File: src/rtl/aes_pipe_scheduler_pkg.sv
// Shared AES types for the encoder front-end: block/key widths, round count and
// the tag and response records carried alongside blocks through the scheduler.
`ifndef NUM_ROUNDS
`define NUM_ROUNDS 10
`endif

package AESDefinitions;
    localparam int NumRounds = `NUM_ROUNDS;

    typedef logic [127:0] state_t;
    typedef logic [127:0] key_t;

    typedef struct packed {
        logic valid;
        logic id;
    } pipe_tag_t;

    typedef struct packed {
        logic   id;
        state_t data;
    } resp_entry_t;
endpackage

File: src/rtl/aes_pipe_scheduler_resp_fifo.sv
// Response queue between the non-stallable encoder and the consumer; the
// scheduler's credit scheme keeps it from ever being written while full.
module resp_fifo
    import AESDefinitions::*;
#(
    parameter int  DEPTH = 16,
    parameter type T     = resp_entry_t
) (
    input  logic                   clk_i,
    input  logic                   rst_ni,
    input  logic                   push_i,
    input  T                       pushData_i,
    input  logic                   pop_i,
    output T                       headData_o,
    output logic                   empty_o,
    output logic                   full_o,
    output logic [$clog2(DEPTH):0] count_o
);
    localparam int PtrW = $clog2(DEPTH);

    T                mem [DEPTH];
    logic [PtrW-1:0] wrPtr_q, rdPtr_q;
    logic [PtrW:0]   count_q, count_d;
    logic            doPush, doPop;

    assign empty_o = (count_q == '0);
    assign full_o  = (count_q == (PtrW+1)'(DEPTH));
    assign count_o = count_q;
    assign doPop   = pop_i && !empty_o;
    assign doPush  = push_i && (!full_o || doPop);

    // Head is forced to zero while empty so the output reads clean during reset.
    assign headData_o = empty_o ? '0 : mem[rdPtr_q];

    always_comb begin
        count_d = count_q;
        if (doPush && !doPop) begin
            count_d = count_q + 1'b1;
        end else if (doPop && !doPush) begin
            count_d = count_q - 1'b1;
        end
    end

    always_ff @(posedge clk_i or negedge rst_ni) begin
        if (!rst_ni) begin
            wrPtr_q <= '0;
            rdPtr_q <= '0;
            count_q <= '0;
        end else begin
            if (doPush) wrPtr_q <= wrPtr_q + 1'b1;
            if (doPop)  rdPtr_q <= rdPtr_q + 1'b1;
            count_q <= count_d;
        end
    end

    always_ff @(posedge clk_i) begin
        if (doPush) mem[wrPtr_q] <= pushData_i;
    end

    overflowCheck: assert property (@(posedge clk_i) disable iff (!rst_ni)
        !(push_i && full_o && !doPop));
endmodule

File: src/rtl/aes_pipe_scheduler.sv
// Two-requester front-end for a fixed-latency AES encoder: round-robin issue
// under FIFO credit, a tag pipe that tracks blocks, and an in-order response queue.
module aes_pipe_scheduler
    import AESDefinitions::*;
#(
    parameter int LATENCY    = `NUM_ROUNDS,
    parameter int FIFO_DEPTH = 16
) (
    input  logic   clk_i,
    input  logic   rst_ni,
    input  logic   req0_valid_i,
    input  logic   req1_valid_i,
    output logic   req0_ready_o,
    output logic   req1_ready_o,
    input  state_t req0_data_i,
    input  state_t req1_data_i,
    input  key_t   req0_key_i,
    input  key_t   req1_key_i,
    output state_t pipe_in_o,
    output key_t   pipe_key_o,
    input  state_t pipe_out_i,
    output logic   resp_valid_o,
    input  logic   resp_ready_i,
    output state_t resp_data_o,
    output logic   resp_id_o
);
    localparam int CntW = $clog2(FIFO_DEPTH) + 1;

    logic            prio_q;
    logic            grantId, issue, hasCredit;
    logic [CntW-1:0] inflight_q, inflight_d, fifoCount;
    logic [CntW:0]   used;
    state_t          pipeIn_q;
    key_t            pipeKey_q;
    pipe_tag_t       inTag_q;
    pipe_tag_t       tag_q [LATENCY];
    logic            fifoPush, fifoEmpty, fifoFull;
    resp_entry_t     head;

    assign used      = {1'b0, inflight_q} + {1'b0, fifoCount};
    assign hasCredit = used < (CntW+1)'(FIFO_DEPTH);
    assign grantId   = (req0_valid_i && req1_valid_i) ? prio_q : req1_valid_i;
    assign issue     = rst_ni && (req0_valid_i || req1_valid_i) && hasCredit;

    assign req0_ready_o = issue && !grantId;
    assign req1_ready_o = issue && grantId;
    assign pipe_in_o    = pipeIn_q;
    assign pipe_key_o   = pipeKey_q;

    always_ff @(posedge clk_i or negedge rst_ni) begin
        if (!rst_ni) begin
            prio_q    <= 1'b0;
            pipeIn_q  <= '0;
            pipeKey_q <= '0;
        end else if (issue) begin
            prio_q    <= ~grantId;
            pipeIn_q  <= grantId ? req1_data_i : req0_data_i;
            pipeKey_q <= grantId ? req1_key_i : req0_key_i;
        end
    end

    // inTag_q sits beside pipe_in; the LATENCY stages behind it mirror the encoder.
    always_ff @(posedge clk_i or negedge rst_ni) begin
        if (!rst_ni) begin
            inTag_q <= '0;
            for (int i = 0; i < LATENCY; i++) tag_q[i] <= '0;
        end else begin
            inTag_q  <= '{valid: issue, id: grantId};
            tag_q[0] <= inTag_q;
            for (int i = 1; i < LATENCY; i++) tag_q[i] <= tag_q[i-1];
        end
    end

    assign fifoPush = tag_q[LATENCY-1].valid;

    always_comb begin
        inflight_d = inflight_q;
        if (issue && !fifoPush) begin
            inflight_d = inflight_q + 1'b1;
        end else if (!issue && fifoPush) begin
            inflight_d = inflight_q - 1'b1;
        end
    end

    always_ff @(posedge clk_i or negedge rst_ni) begin
        if (!rst_ni) inflight_q <= '0;
        else         inflight_q <= inflight_d;
    end

    resp_fifo #(
        .DEPTH(FIFO_DEPTH),
        .T    (resp_entry_t)
    ) u_respFifo (
        .clk_i     (clk_i),
        .rst_ni    (rst_ni),
        .push_i    (fifoPush),
        .pushData_i('{id: tag_q[LATENCY-1].id, data: pipe_out_i}),
        .pop_i     (resp_valid_o && resp_ready_i),
        .headData_o(head),
        .empty_o   (fifoEmpty),
        .full_o    (fifoFull),
        .count_o   (fifoCount)
    );

    assign resp_valid_o = !fifoEmpty;
    assign resp_data_o  = head.data;
    assign resp_id_o    = head.id;
endmodule

File: config.mk
export PLATFORM = sky130hd
export DESIGN_NAME = aes_pipe_scheduler
export DESIGN_NICKNAME = d
export VERILOG_FILES = /design/src/rtl/aes_pipe_scheduler_pkg.sv /design/src/rtl/aes_pipe_scheduler_resp_fifo.sv /design/src/rtl/aes_pipe_scheduler.sv
export SDC_FILE = /design/constraint.sdc
export NUM_CORES = 2
export LEC_CHECK = 0
export BUFFER_PORTS_ARGS = -buffer_cell sky130_fd_sc_hd__buf_2
export CORE_MARGIN = 4
export CORE_UTILIZATION = 35
export DETAILED_ROUTE_END_ITERATION = 7
export GPL_TIMING_DRIVEN = 0
export PLACE_DENSITY_LB_ADDON = 0.08
export SYNTH_ARGS = -nofsm -noshare
export SYNTH_HDL_FRONTEND = slang
export SYNTH_SLANG_ARGS = --single-unit
export TNS_END_PERCENT = 10
File: constraint.sdc
create_clock -name clk_i -period 14.77 [get_ports clk_i]
set_input_delay 2.954 -clock clk_i [delete_from_list [all_inputs] [get_ports clk_i]]
set_output_delay 2.954 -clock clk_i [all_outputs]
set_load 0.01 [all_outputs]
### Word-level counts from Yosys, hierarchy flattened

Memories as Yosys holds them, arrays and structs flattened.
Cells that the tools add are included.

* flip-flop bits (word level): 297
* latch bits: 0
* memory bits (writable): 2064
* bits in read-only memories: 0
* input port bits: 645
* output and inout port bits: 388
* word-level logic and storage cells: 74
* memories: 1

Memories
* u_respFifo.mem: words 16, bits a word 129, rd ports 1, clocked after memory_dff 0, wr ports 1, RTL line aes_pipe_scheduler_resp_fifo.sv:21 `T mem [DEPTH];`

* add/sub/neg operators: 7
* multiply operators: 0
* divide/modulo/power cells: 0
* magnitude comparators: 1
* equality and inequality tests: 1
* shift-type cells: 0
* muxes and demuxes: 10
* bitwise logic cells: 1
* reduce and logical (&&, ||, !) cells: 24

Operators with widths (count)
* $mux 128: 2
* $mux 129: 1
* $mux 5: 4
* $logic_and 1x1->1: 12
* $add 5x1->5 const B: 2
* $sub 5x1->5 const B: 2
* $add 4x1->4 const B: 2
* $logic_not 1->1: 7
* $add 5x5->6: 1
* $lt 6x5->1 const B: 1
* $eq 5x5->1 const B: 1
* $logic_not 5->1: 1
* $reduce_bool 2->1: 2
* $mux 1: 3
* $logic_or 1x1->1: 2
* $not 1->1: 1

### Longest topological paths before layout

* depth in word-level cells: 10
* mapped depth: 14
* depth with buffers taken out: 12

### Cells and area by module

From an unflattened synthesis, not the netlist that was laid out.

* cells, all modules: 4145
* area total of the unflattened synthesis: 92656.4 µm²

By module, submodules not included
* resp_fifo: times used 1, cells an instance 3243, area each 79083.3 µm², seq. area each 62304.8 µm²
* aes_pipe_scheduler: times used 1, cells an instance 902, area each 13573.0 µm², seq. area each 7106.8 µm²

### Worst setup path after synthesis

Ideal clock, no wire load.

* path type: input -> register
* start: in resp_ready_i
* end: mem u_respFifo.mem[3][0] in the netlist's numbering, enable pin
* setup time: 0.775 ns
* arrival: 12.222 ns
* required time: 13.995 ns
* slack: 1.773 ns
* stages: 4
* buffers on the path: 1
* cells stage by stage: o31a_1 > clkbuf_1 > nand2_1 > nor3_1

* word-level cells in the longest chain between the ends: 6

RTL lines
* start: declaration: RTL line aes_pipe_scheduler.sv:23 `input logic resp_ready_i,`
* $logic_and 1x1->1: RTL line aes_pipe_scheduler.sv:98 `.pop_i (resp_valid_o && resp_ready_i),`
* $logic_and 1x1->1: RTL line aes_pipe_scheduler_resp_fifo.sv:29 `assign doPop = pop_i && !empty_o;`
* $logic_or 1x1->1: RTL line aes_pipe_scheduler_resp_fifo.sv:30 `assign doPush = push_i && (!full_o || doPop);`
* $logic_and 1x1->1: RTL line aes_pipe_scheduler_resp_fifo.sv:30
* via u_respFifo.doPush: RTL line aes_pipe_scheduler_resp_fifo.sv:24 `logic doPush, doPop;`
* $mux 1: RTL line aes_pipe_scheduler_resp_fifo.sv:57 `if (doPush) mem[wrPtr_q] <= pushData_i;`
* $mux 1 (not written as such): RTL line aes_pipe_scheduler_resp_fifo.sv:57
* end: declaration: RTL line aes_pipe_scheduler_resp_fifo.sv:21

The timed path passes the listed nets, and every way through them passes these cells.

### Final worst setup path

* start: in rst_ni
* end: out req1_ready_o

* word-level cells in the longest chain between the ends: 3

RTL lines
* start: declaration: RTL line aes_pipe_scheduler.sv:10 `input logic rst_ni,`
* $logic_and 1x1->1 (2 in a row): RTL line aes_pipe_scheduler.sv:43 `assign issue = rst_ni && (req0_valid_i || req1_valid_i) && hasCredit;`
* $logic_and 1x1->1: RTL line aes_pipe_scheduler.sv:46 `assign req1_ready_o = issue && grantId;`
* end: declaration: RTL line aes_pipe_scheduler.sv:14 `output logic req1_ready_o,`

Every way passes these cells.

==> flow_results.xml <==
<?xml version="1.0" encoding="UTF-8"?>
<metrics>
  <group name="critical_path">
    <metric name="critical_path_required" unit="ns">11.82</metric>
    <metric name="timing.reg2reg.worst_path_depth" unit="">13</metric>
    <metric name="worstSetupPathType" unit="">input port to output pin</metric>
    <metric name="worst_r2r_startpoint" unit="">u_respFifo.count_o[4]$_DFFE_PN0P_</metric>
    <metric name="cp-start-kind" unit="">input port</metric>
    <metric name="setup.worst_path.start" unit="">rst_ni</metric>
    <metric name="end_kind" unit="">output pin</metric>
    <metric name="crit_arrival" unit="ns">7.17</metric>
    <metric name="rrSetupSlack" unit="ns">10.05</metric>
    <metric name="worstReg2RegEnd" unit="">inflight_q[4]$_DFFE_PN0P_</metric>
    <metric name="critical_path_peak_fanout" unit="">92</metric>
    <metric name="worst_setup_path_endpoint" unit="">req1_ready_o</metric>
  </group>
  <group name="yosys">
    <metric name="cell_types_with_the_largest_area_share_after_synthesis" unit="">sky130_fd_sc_hd__edfxtp_1 67%, sky130_fd_sc_hd__mux4_2 13%, sky130_fd_sc_hd__dfrtp_1 8.0%, sky130_fd_sc_hd__mux2_2 7.8%, sky130_fd_sc_hd__a221o_1 1.4%</metric>
    <metric name="post-synth-top-area-cell" unit="">sky130_fd_sc_hd__edfxtp_1</metric>
    <metric name="netlist.area_leader.share" unit="">0.670</metric>
    <metric name="yosysWarnings" unit="">0</metric>
    <metric name="post_synth_mux_area_share" unit="">0.204</metric>
    <metric name="syn_nets" unit="">4802</metric>
    <metric name="post_synth_xor_area_fraction" unit="">0.00114</metric>
    <metric name="seq_area_frac_synth" unit="">0.751</metric>
    <metric name="synth_edf_count" unit="">2064</metric>
    <metric name="async_reset_ff_frac" unit="">0.126</metric>
    <metric name="adder_cell_share_of_the_synthesized_area" unit="">0.00273</metric>
    <metric name="synthesis.area" unit="um2">92500</metric>
    <metric name="synth_compound_area_frac" unit="">0.0160</metric>
    <metric name="postSynthAreaPerCell" unit="um2">22.3</metric>
    <metric name="syn_inst" unit="">4138</metric>
    <metric name="ys_seq_elements" unit="">2361</metric>
    <metric name="synth_simple_gate_area_frac" unit="">0.0114</metric>
    <metric name="synth.distinct_cells" unit="">42</metric>
    <metric name="combinational_family_with_the_most_area_after_synthesis" unit="">multiplexers</metric>
    <metric name="ys_dominant_reg_cell" unit="">sky130_fd_sc_hd__edfxtp_1</metric>
  </group>
  <group name="global_routing">
    <metric name="grt_pass1_wl" unit="um">437000</metric>
    <metric name="grt_util_met2" unit="">0.356</metric>
    <metric name="met1_usage_in_global_routing" unit="">0.339</metric>
    <metric name="grt_util_met3" unit="">0.0553</metric>
    <metric name="vias_in_the_first_global_route" unit="">49400</metric>
    <metric name="grt_start_max_net_pins" unit="">108</metric>
    <metric name="gr-max-usage-layer" unit="">met2</metric>
    <metric name="antenna_found_initial" unit="">207</metric>
    <metric name="grt-ovfl-total" unit="">0</metric>
    <metric name="grt.total_usage" unit="">0.233</metric>
  </group>
  <group name="clock_network">
    <metric name="ctsResizeCount" unit="">0</metric>
    <metric name="htreeDepth" unit="">5</metric>
    <metric name="clk_sinks" unit="">2361</metric>
    <metric name="clock_pin_slew_of_the_registers_on_the_worst_case_setup_and_hold_paths" unit="ns">0.06</metric>
    <metric name="cts_tree" unit="">yes</metric>
    <metric name="worst_skew_pair.late_latency" unit="ns">0.85</metric>
    <metric name="ctsLongestPathBuffers" unit="">4</metric>
    <metric name="cts_stage_hold_buffer_count" unit="">0</metric>
    <metric name="clock_root_buffer_master" unit="">sky130_fd_sc_hd__clkbuf_16</metric>
    <metric name="cts-buffers-inserted" unit="">277</metric>
    <metric name="post-cts-setup-buffers" unit="">0</metric>
  </group>
  <group name="cells_and_area">
    <metric name="layout-area-overhead-vs-synth" unit="%">22.6</metric>
    <metric name="design.final.nets" unit="">6281</metric>
    <metric name="highest_count_cells_in_the_layout_ignoring_fill_and_taps" unit="">2,064 x sky130_fd_sc_hd__edfxtp_1, 1,133 x sky130_fd_sc_hd__buf_2, 642 x sky130_fd_sc_hd__mux2_2, 516 x sky130_fd_sc_hd__mux4_2, 297 x sky130_fd_sc_hd__dfrtp_1</metric>
    <metric name="final_common_cell" unit="">sky130_fd_sc_hd__edfxtp_1</metric>
    <metric name="drive_gt1_frac" unit="">0.493</metric>
  </group>
  <group name="power">
    <metric name="peakVddDrop" unit="mV">0.107</metric>
    <metric name="p_leak" unit="nW">39.1</metric>
    <metric name="power.density_cell_area" unit="nW/um2">197</metric>
    <metric name="report.power.total" unit="W">0.0224</metric>
  </group>
  <group name="timing">
    <metric name="post-route-min-period" unit="ns">10.13</metric>
    <metric name="final-hold-violation-count" unit="">0</metric>
    <metric name="layout_setup_ws" unit="ns">4.64</metric>
    <metric name="tightest_slew" unit="ns">1.37</metric>
    <metric name="finalClockSkew" unit="ns">0.0332</metric>
    <metric name="setup-tns-final" unit="ns">0</metric>
    <metric name="final-setup-viol-count" unit="">0</metric>
    <metric name="hold_slack" unit="ns">0.347</metric>
    <metric name="slew-limit-headroom" unit="">0.0853</metric>
    <metric name="maxClockFrequency" unit="GHz">0.0987</metric>
    <metric name="rsz0062_at_grt" unit="">false</metric>
    <metric name="report.final.slew_viol_count" unit="">0</metric>
    <metric name="final_min_period_over_clock_period" unit="">0.686</metric>
  </group>
  <group name="hold_path">
    <metric name="hold_path_class" unit="">flip-flop to flip-flop</metric>
  </group>
  <group name="place">
    <metric name="gp_routability_congestion" unit="">1.04</metric>
    <metric name="port_buffers" unit="">1032</metric>
    <metric name="hpwl" unit="um">237000</metric>
    <metric name="place_worst_setup_slack" unit="ns">4.36</metric>
  </group>
  <group name="drt">
    <metric name="routed_wire_length_per_instance" unit="um">34.6</metric>
    <metric name="wl" unit="um">325000</metric>
    <metric name="detail_route.vias_per_cell" unit="">5.22</metric>
    <metric name="final_antenna_net_count" unit="">0</metric>
    <metric name="drt_drc_violations_left" unit="">0</metric>
    <metric name="drt_pre_antenna_iters" unit="">5</metric>
    <metric name="dr.first_iter.drc_count" unit="">4231</metric>
    <metric name="via_count" unit="">49000</metric>
  </group>
  <group name="run_status">
    <metric name="outcome" unit="">complete, no violations</metric>
  </group>
  <group name="floorplanning">
    <metric name="design.die.area" unit="um2">272000</metric>
    <metric name="initial_core_util" unit="">0.352</metric>
    <metric name="dieHeight" unit="um">522</metric>
    <metric name="cell_row_count" unit="">188</metric>
    <metric name="design.core.area" unit="um2">263000</metric>
    <metric name="chipWidth" unit="um">522</metric>
    <metric name="floorplan.io_pins" unit="">1033</metric>
  </group>
  <group name="job">
    <metric name="drv.max_cap_violation_count" unit="">0</metric>
  </group>
</metrics>
where the power goes:
group	internal, W	switching, W
clock network	0.00372	0.00269
logic	0.00336	0.00440
registers	0.00794	0.000244
cells in the mapped netlist, types with 4 or more instances:
cell,n
sky130_fd_sc_hd__nand2_1,14
sky130_fd_sc_hd__mux2_2,642
sky130_fd_sc_hd__xnor2_1,9
sky130_fd_sc_hd__a221o_1,128
sky130_fd_sc_hd__inv_1,13
sky130_fd_sc_hd__mux4_2,516
sky130_fd_sc_hd__buf_1,47
sky130_fd_sc_hd__o21ai_0,8
sky130_fd_sc_hd__a21oi_1,4
sky130_fd_sc_hd__ha_1,17
sky130_fd_sc_hd__dfrtp_1,297
sky130_fd_sc_hd__nor2b_1,131
sky130_fd_sc_hd__buf_6,29
sky130_fd_sc_hd__edfxtp_1,2064
sky130_fd_sc_hd__nor3_1,8
sky130_fd_sc_hd__clkbuf_1,58
sky130_fd_sc_hd__buf_2,102
sky130_fd_sc_hd__nor2_1,14
layer usage:
layer | routed length, um | share of wire | vias to the layer above
li1 | - | - | 20300
met1 | 145000 | 0.45 | 26200
met2 | 148000 | 0.46 | 1808
met3 | 22700 | 0.070 | 585
met4 | 8340 | 0.026 | 52
met5 | 494 | 0.0015 | -
state kept, by name, summed over array words and instances, names as in the netlist, 2 cells and up:
signal	count
u_respFifo.mem	2064
u_respFifo.count_o	5
pipe_key_o	128
inflight_q	5
u_respFifo.rdPtr_q	4
pipe_in_o	128
tag_q	19
inTag_q	2
u_respFifo.wrPtr_q	4
kinds of logic (layout without fill, tap and decap cells):
family,after synthesis,count (layout)
flip-flops,2361,2361
multiplexers,1161,1161
buffers and inverters,249,1932
AND/OR/NAND/NOR,180,180
AO/OA/AOI/OAI,156,156
adder cells (fa/ha/maj),19,19
XOR/XNOR,12,12
other,0,40
worst min-delay path by stage:
stage	slack [ns]	endpoint	from	cells past startpoint
6_report	0.35	tag_q[14]$_DFF_PN0_	tag_q[16]$_DFF_PN0_	0
5_1_grt	0.36	tag_q[14]$_DFF_PN0_	tag_q[16]$_DFF_PN0_	0
4_1_cts	0.35	tag_q[14]$_DFF_PN0_	tag_q[16]$_DFF_PN0_	0
3_5_place_dp	0.33	tag_q[14]$_DFF_PN0_	tag_q[16]$_DFF_PN0_	0
3_3_place_gp	0.34	tag_q[14]$_DFF_PN0_	tag_q[16]$_DFF_PN0_	0
2_1_floorplan	0.33	fifoPush$_DFF_PN0_	tag_q[3]$_DFF_PN0_	0
worst max-delay path, stage by stage:
cell and delay [ns]:
sky130_fd_sc_hd__buf_8 0.14, sky130_fd_sc_hd__buf_16 0.36, sky130_fd_sc_hd__buf_16 0.41, sky130_fd_sc_hd__nor4b_1 0.74, sky130_fd_sc_hd__o221ai_2 0.67, sky130_fd_sc_hd__clkbuf_1 0.41, sky130_fd_sc_hd__buf_2 0.33, sky130_fd_sc_hd__nor2b_1 0.66
sky130_fd_sc_hd__buf_2 0.27
through the flow:
stage | area, um2 | utilization | instances
final | 113000 | 0.431 | 9376
after global routing | 113000 | 0.431 | 9349
after CTS | 113000 | 0.431 | 9336
after detailed placement | 105000 | 0.399 | 8853
after global placement | 102000 | 0.388 | 8685
after floorplan | 92500 | - | 4138
final cells by class:
type                    count  area [um2]
diodes                     40         100
plain buffers             236        1230
clock buffers             353        7430
clock inverters           130         895
fillers                 23200      149000
inverters                  13        48.8
multi-input cells        1528       21900
flip-flops and latches   2361       69400
well taps                3515        4400
repair buffers           1200        7960
(Power assumes the default switching activity.)
